File: src/rtl/g_arb_pkg.sv
// Shared types and sizing for the 4-way round-robin arbiter.
// Single source for state encoding, requester count and pointer width.
package g_arb_pkg;

  localparam int N_REQ = 4;
  localparam int PTR_W = 2;

  typedef enum logic {
    IDLE  = 1'b0,
    GRANT = 1'b1
  } arb_state_t;

endpackage

File: src/rtl/g_rr_pick.sv
// Round-robin picker: first set request scanning ptr, ptr+1, ... mod N_REQ.
// Purely combinational, zero latency, no flow control.
module g_rr_pick
  import g_arb_pkg::*;
(
  input  logic [N_REQ-1:0] req,
  input  logic [PTR_W-1:0] ptr,
  output logic [N_REQ-1:0] pick_oh,
  output logic [PTR_W-1:0] pick_idx,
  output logic             pick_vld
);

  logic [PTR_W-1:0] idx;

  // Scan from the far end so the closest candidate to ptr is the last write.
  always_comb begin
    idx      = '0;
    pick_oh  = '0;
    pick_idx = '0;
    pick_vld = 1'b0;
    for (int k = N_REQ - 1; k >= 0; k--) begin
      idx = ptr + PTR_W'(k);
      if (req[idx]) begin
        pick_idx = idx;
        pick_vld = 1'b1;
      end
    end
    if (pick_vld) pick_oh[pick_idx] = 1'b1;
  end

endmodule

File: src/rtl/g_4arb_rr.sv
// 4-way round-robin arbiter, registered grant one cycle after request, hold-limit preemption.
// No backpressure; G_4ARB_LOCK_EN adds a LOCK input that suppresses preemption.
module g_4arb_rr
  import g_arb_pkg::*;
#(
  parameter int HOLD_MAX = 8
) (
  input  logic             CLK,
  input  logic             CD,
`ifdef G_4ARB_LOCK_EN
  input  logic             LOCK,
`endif
  input  logic [N_REQ-1:0] REQ,
  output logic [N_REQ-1:0] GNT,
  output logic [PTR_W-1:0] GID,
  output logic             BUSY
);

  localparam int              HC_W       = (HOLD_MAX < 1) ? 1 : $clog2(HOLD_MAX + 1);
  localparam bit              PREEMPT_EN = (HOLD_MAX > 0);
  localparam logic [HC_W-1:0] HOLD_LAST  = HC_W'((HOLD_MAX > 0) ? HOLD_MAX - 1 : 0);

  arb_state_t       state_q, state_n;
  logic [N_REQ-1:0] gnt_q, gnt_n;
  logic [PTR_W-1:0] gid_q, gid_n;
  logic [PTR_W-1:0] ptr_q, ptr_n;
  logic [HC_W-1:0]  hold_q, hold_n;

  logic             lock;
  logic [PTR_W-1:0] pick_ptr;
  logic [N_REQ-1:0] pick_oh;
  logic [PTR_W-1:0] pick_idx;
  logic             pick_vld;
  logic             owner_req;
  logic             others_req;
  logic             preempt;
  logic             handoff;

`ifdef G_4ARB_LOCK_EN
  assign lock = LOCK;
`else
  assign lock = 1'b0;
`endif

  // Release and preemption both restart the scan just past the owner.
  assign pick_ptr   = (state_q == GRANT) ? PTR_W'(gid_q + 2'd1) : ptr_q;
  assign owner_req  = |(REQ & gnt_q);
  assign others_req = |(REQ & ~gnt_q);
  assign preempt    = PREEMPT_EN && !lock && (hold_q == HOLD_LAST) && others_req;
  assign handoff    = !owner_req || preempt;

  g_rr_pick u_pick (
    .req      (REQ),
    .ptr      (pick_ptr),
    .pick_oh  (pick_oh),
    .pick_idx (pick_idx),
    .pick_vld (pick_vld)
  );

  always_ff @(posedge CLK or posedge CD) begin
    if (CD) begin
      state_q <= IDLE;
      gnt_q   <= '0;
      gid_q   <= '0;
      ptr_q   <= '0;
      hold_q  <= '0;
    end else begin
      state_q <= state_n;
      gnt_q   <= gnt_n;
      gid_q   <= gid_n;
      ptr_q   <= ptr_n;
      hold_q  <= hold_n;
    end
  end

  always_comb begin
    state_n = state_q;
    gnt_n   = gnt_q;
    gid_n   = gid_q;
    ptr_n   = ptr_q;
    hold_n  = hold_q;
    case (state_q)
      IDLE: begin
        if (pick_vld) begin
          state_n = GRANT;
          gnt_n   = pick_oh;
          gid_n   = pick_idx;
          hold_n  = '0;
        end
      end
      GRANT: begin
        if (handoff) begin
          ptr_n  = pick_ptr;
          hold_n = '0;
          if (pick_vld) begin
            gnt_n = pick_oh;
            gid_n = pick_idx;
          end else begin
            state_n = IDLE;
            gnt_n   = '0;
            gid_n   = '0;
          end
        end else if (PREEMPT_EN && hold_q != HOLD_LAST) begin
          hold_n = hold_q + 1'b1;
        end
      end
      default: begin
        state_n = IDLE;
        gnt_n   = '0;
        gid_n   = '0;
      end
    endcase
  end

  always_comb begin
    GNT  = gnt_q;
    GID  = gid_q;
    BUSY = (state_q == GRANT);
  end

endmodule

File: config.mk
export PLATFORM = sky130hd
export DESIGN_NAME = g_4arb_rr
export DESIGN_NICKNAME = d
export VERILOG_FILES = /design/src/rtl/g_arb_pkg.sv /design/src/rtl/g_rr_pick.sv /design/src/rtl/g_4arb_rr.sv
export SDC_FILE = /design/constraint.sdc
export NUM_CORES = 1
export LEC_CHECK = 0
export CAP_MARGIN = 10
export CORE_MARGIN = 4
export CORE_UTILIZATION = 30
export CTS_BUF_LIST = sky130_fd_sc_hd__clkbuf_8
export DETAILED_ROUTE_END_ITERATION = 10
export GPL_TIMING_DRIVEN = 0
export SYNTH_ARGS = -nofsm -noshare
export SYNTH_HDL_FRONTEND = slang
export SYNTH_SLANG_ARGS = --single-unit
File: constraint.sdc
create_clock -name CLK -period 1.55 [get_ports CLK]
set_input_delay 0.465 -clock CLK [delete_from_list [all_inputs] [get_ports CLK]]
set_output_delay 0.465 -clock CLK [all_outputs]
set_load 0.01 [all_outputs]
==> run summary <==
GRT Util Overall = 12.39%
DRT Pass-1 Iters = 4
Worst VDD drop = 0.0008065 V
synth top area cells = dfrtp_1 (41%), a22o_1 (4.4%), nand2_1 (4.3%)
row count = 18
fraction of layout cells with a size suffix above 1 = 35.40%
clk sinks = 13
DRT iter0 DRCs = 29
GR Overflow Total = 0
crit path time final = 1679 ps
Worst Hold Class = register to register
Yosys top cell by area = dfrtp_1
ant diodes = 0
clk_skew = 4.241 ps
dpl hpwl = 1443 um
CTS buffer count = 3
Chip Height = 59.34 um
endpoint type of the worst setup path = register
Ys Warns = 0
max cap viols = 0
min-delay src = ptr_q[0]$_DFFE_PP0P_
sequential share of power = 30.7%
Final Max Tran Viols = 0
most frequent cells in the layout = buf_4 (12), dfrtp_1 (11), nand2_1 (9)
Critical path origin = GID[0]$_DFFE_PP0P_
Hold Vio Cnt, Final = 0
post-synth top area share = 41.14%
routed vias/inst = 5.413
Worst-Margin Slew = 505.2 ps
Max clock buf depth = 2
Int Pwr = 1.166 mW
relative slew slack = 66.28%
critical path peak fanout = 4
GPL Wtd Cong = 0.8104
Mapped Area = 790.8 um^2
startpoint types = register
first-pass GRT wire length = 3298 um
syn_area_per_cell = 9.195 um^2
worst skew pair latency = 240 ps
core area = 0.002500 mm^2
Layout Nets = 121
Comb power frac = 54.2%
worst endpoint required time = 1680 ps
P_leak = 0.4857 nW
slowest CP cell = dfrtp_2
number of synthesized register bits = 13
number of port buffers = 12
vias in the first global route = 742
Post-CTS Hold Buffers = 0
largest stage delay on the critical path = 430 ps
largest net degree at the start of global routing = 14
Reg-to-Reg Start = GID[0]$_DFFE_PP0P_
final core occ = 44.59%
Psw = 748.0 uW
Top Ports = 13
initial antenna violation count = 0
Fillers = 238
synth unique cells = 34
Detail Route Antenna Nets = 0
drt wl/cell = 15.12 um
H-tree lvl count = 1
final worst slack = -128.8 ps
# setup viols final = 6
crit path cell chain = xnor2_2 > a21oi_2 > or3_1 > a31o_1 > a22o_1
critical path class = register to register
Clk pwr share = 15.1%
Net Sw Frac = 39.09%
Syn-to-layout area delta = 40.98%
final std cells w/o fill = 143
status = finished, violations left
net count after synthesis = 93
CP arrival = 1800 ps
WL final = 2162 um
die footprint = 0.003521 mm^2
fmax = 595.7 MHz
Placed Cells = 128
commonest non-fill, non-tap cell in the layout = buf_4
CTS tree = yes
DRC viols = 0
final worst path period share = 108.3%
RSZ-0062 raised after global routing = yes
failing checks = setup timing
post-synthesis sequential area ratio = 41.14%
via count = 774
power per cell area = 1717 mW/mm^2
Syn Inst Count = 86
clk root buf = clkbuf_8
Die Width = 59.34 um
clock transition at the registers of the reported paths = 60 ps
Initial Util = 31.63%
[kinds of logic after synthesis]
family                   share of synthesized area [%]
AO/OA/AOI/OAI                                    27.53
XOR/XNOR                                         2.058
adder cells (fa/ha/maj)                          1.582
buffers and inverters                            4.747
flip-flops                                       41.14
multiplexers                                     1.266
AND/OR/NAND/NOR                                  21.68
[cell usage after synthesis, drive strengths merged]
library cell and instances:
a211oi 1, a21oi 6, a22o 4, a2bb2oi 1, a311oi 1, a31o 1
a31oi 1, a32o 1, and3b 1, and4b 1, buf 1, dfrtp 13
ha 1, inv 8, mux2i 1, nand2 9, nand2b 1, nand3 2
nand4b 1, nor2 6, nor2b 4, nor3 1, o21ai 10, o22ai 3
o31ai 1, o41a 1, or2 1, or3 2, or4b 1, xnor2 1
[critical path: cells and delay by family (launching register included)]
| family | cells | cell delay (ps) |
|---|---|---|
| compound gates | 3 | 540 |
| simple gates | 1 | 370 |
| flops | 1 | 430 |
| xor+xnor | 1 | 230 |
[power by group through the flow]
stage               clock [mW]  combinational [mW]  sequential (mW)
finish                   0.288                1.04            0.588
global route             0.321                1.13            0.603
CTS                      0.297               0.928            0.592
detailed placement           0               0.836            0.615
global placement             0               0.818            0.607
floorplan                    0               0.543            0.615
[cell type report]
class / count / area, um^2 / area share [%]
multi-input combinational: 64 / 485.5 / 43.55
sequential: 13 / 327.8 / 29.41
timing repair buffer: 23 / 177.7 / 15.94
clock buffer: 3 / 41.29 / 3.704
tap: 30 / 37.54 / 3.367
inverter: 8 / 30.03 / 2.694
buffer: 1 / 11.26 / 1.010
clock inverter: 1 / 3.754 / 0.3367
[worst paths after layout]
check	end	slack (ps)	cells after the start
worst max-delay path	GNT[0]$_DFFE_PP0P_	-130	5
worst min-delay path	ptr_q[0]$_DFFE_PP0P_	540	2
worst max register to register	GNT[0]$_DFFE_PP0P_	-130	5
worst min register to register	ptr_q[0]$_DFFE_PP0P_	540	2
max in group asynchronous	GID[0]$_DFFE_PP0P_	630	2
min in group asynchronous	GNT[3]$_DFFE_PP0P_	550	2
[registers in the layout (all words and copies together), names as in the netlist]
signal,cells
GNT,4
hold_q,4
GID,2
ptr_q,2
BUSY,1
[layer usage]
metal | track usage (%) | routed length, um | part of all wire [%]
met2 | 21.37 | 1096 | 51
met1 | 15.53 | 958 | 44
met3 | 2.179 | 96 | 4.4
met5 | 0 | 0 | 0
met4 | 3.883 | 10 | 0.46
[stage by stage]
step	power, mW	area (um^2)	setup TNS [ps]	hold slack, ps	worst slack (ps)
2_1_floorplan	1.158	807.0	-69.87	341.8	-28.05
3_3_place_gp	1.425	964.7	-8683	499.2	-755.3
3_5_place_dp	1.451	964.7	-8776	508.6	-759.7
4_1_cts	1.817	1047	-498.2	541.1	-138.8
5_1_grt	2.051	1115	-1183	557.5	-212.5
6_report	1.914	1115	-501.1	536.5	-128.8
[what timing repair did]
item | CTS | global route
resized for setup | 31 | 7
endpoints found under the setup margin | 20 | 12
buffers inserted | 6 | 5
pin swaps | 6 | 7
(Power assumes the default switching activity.)
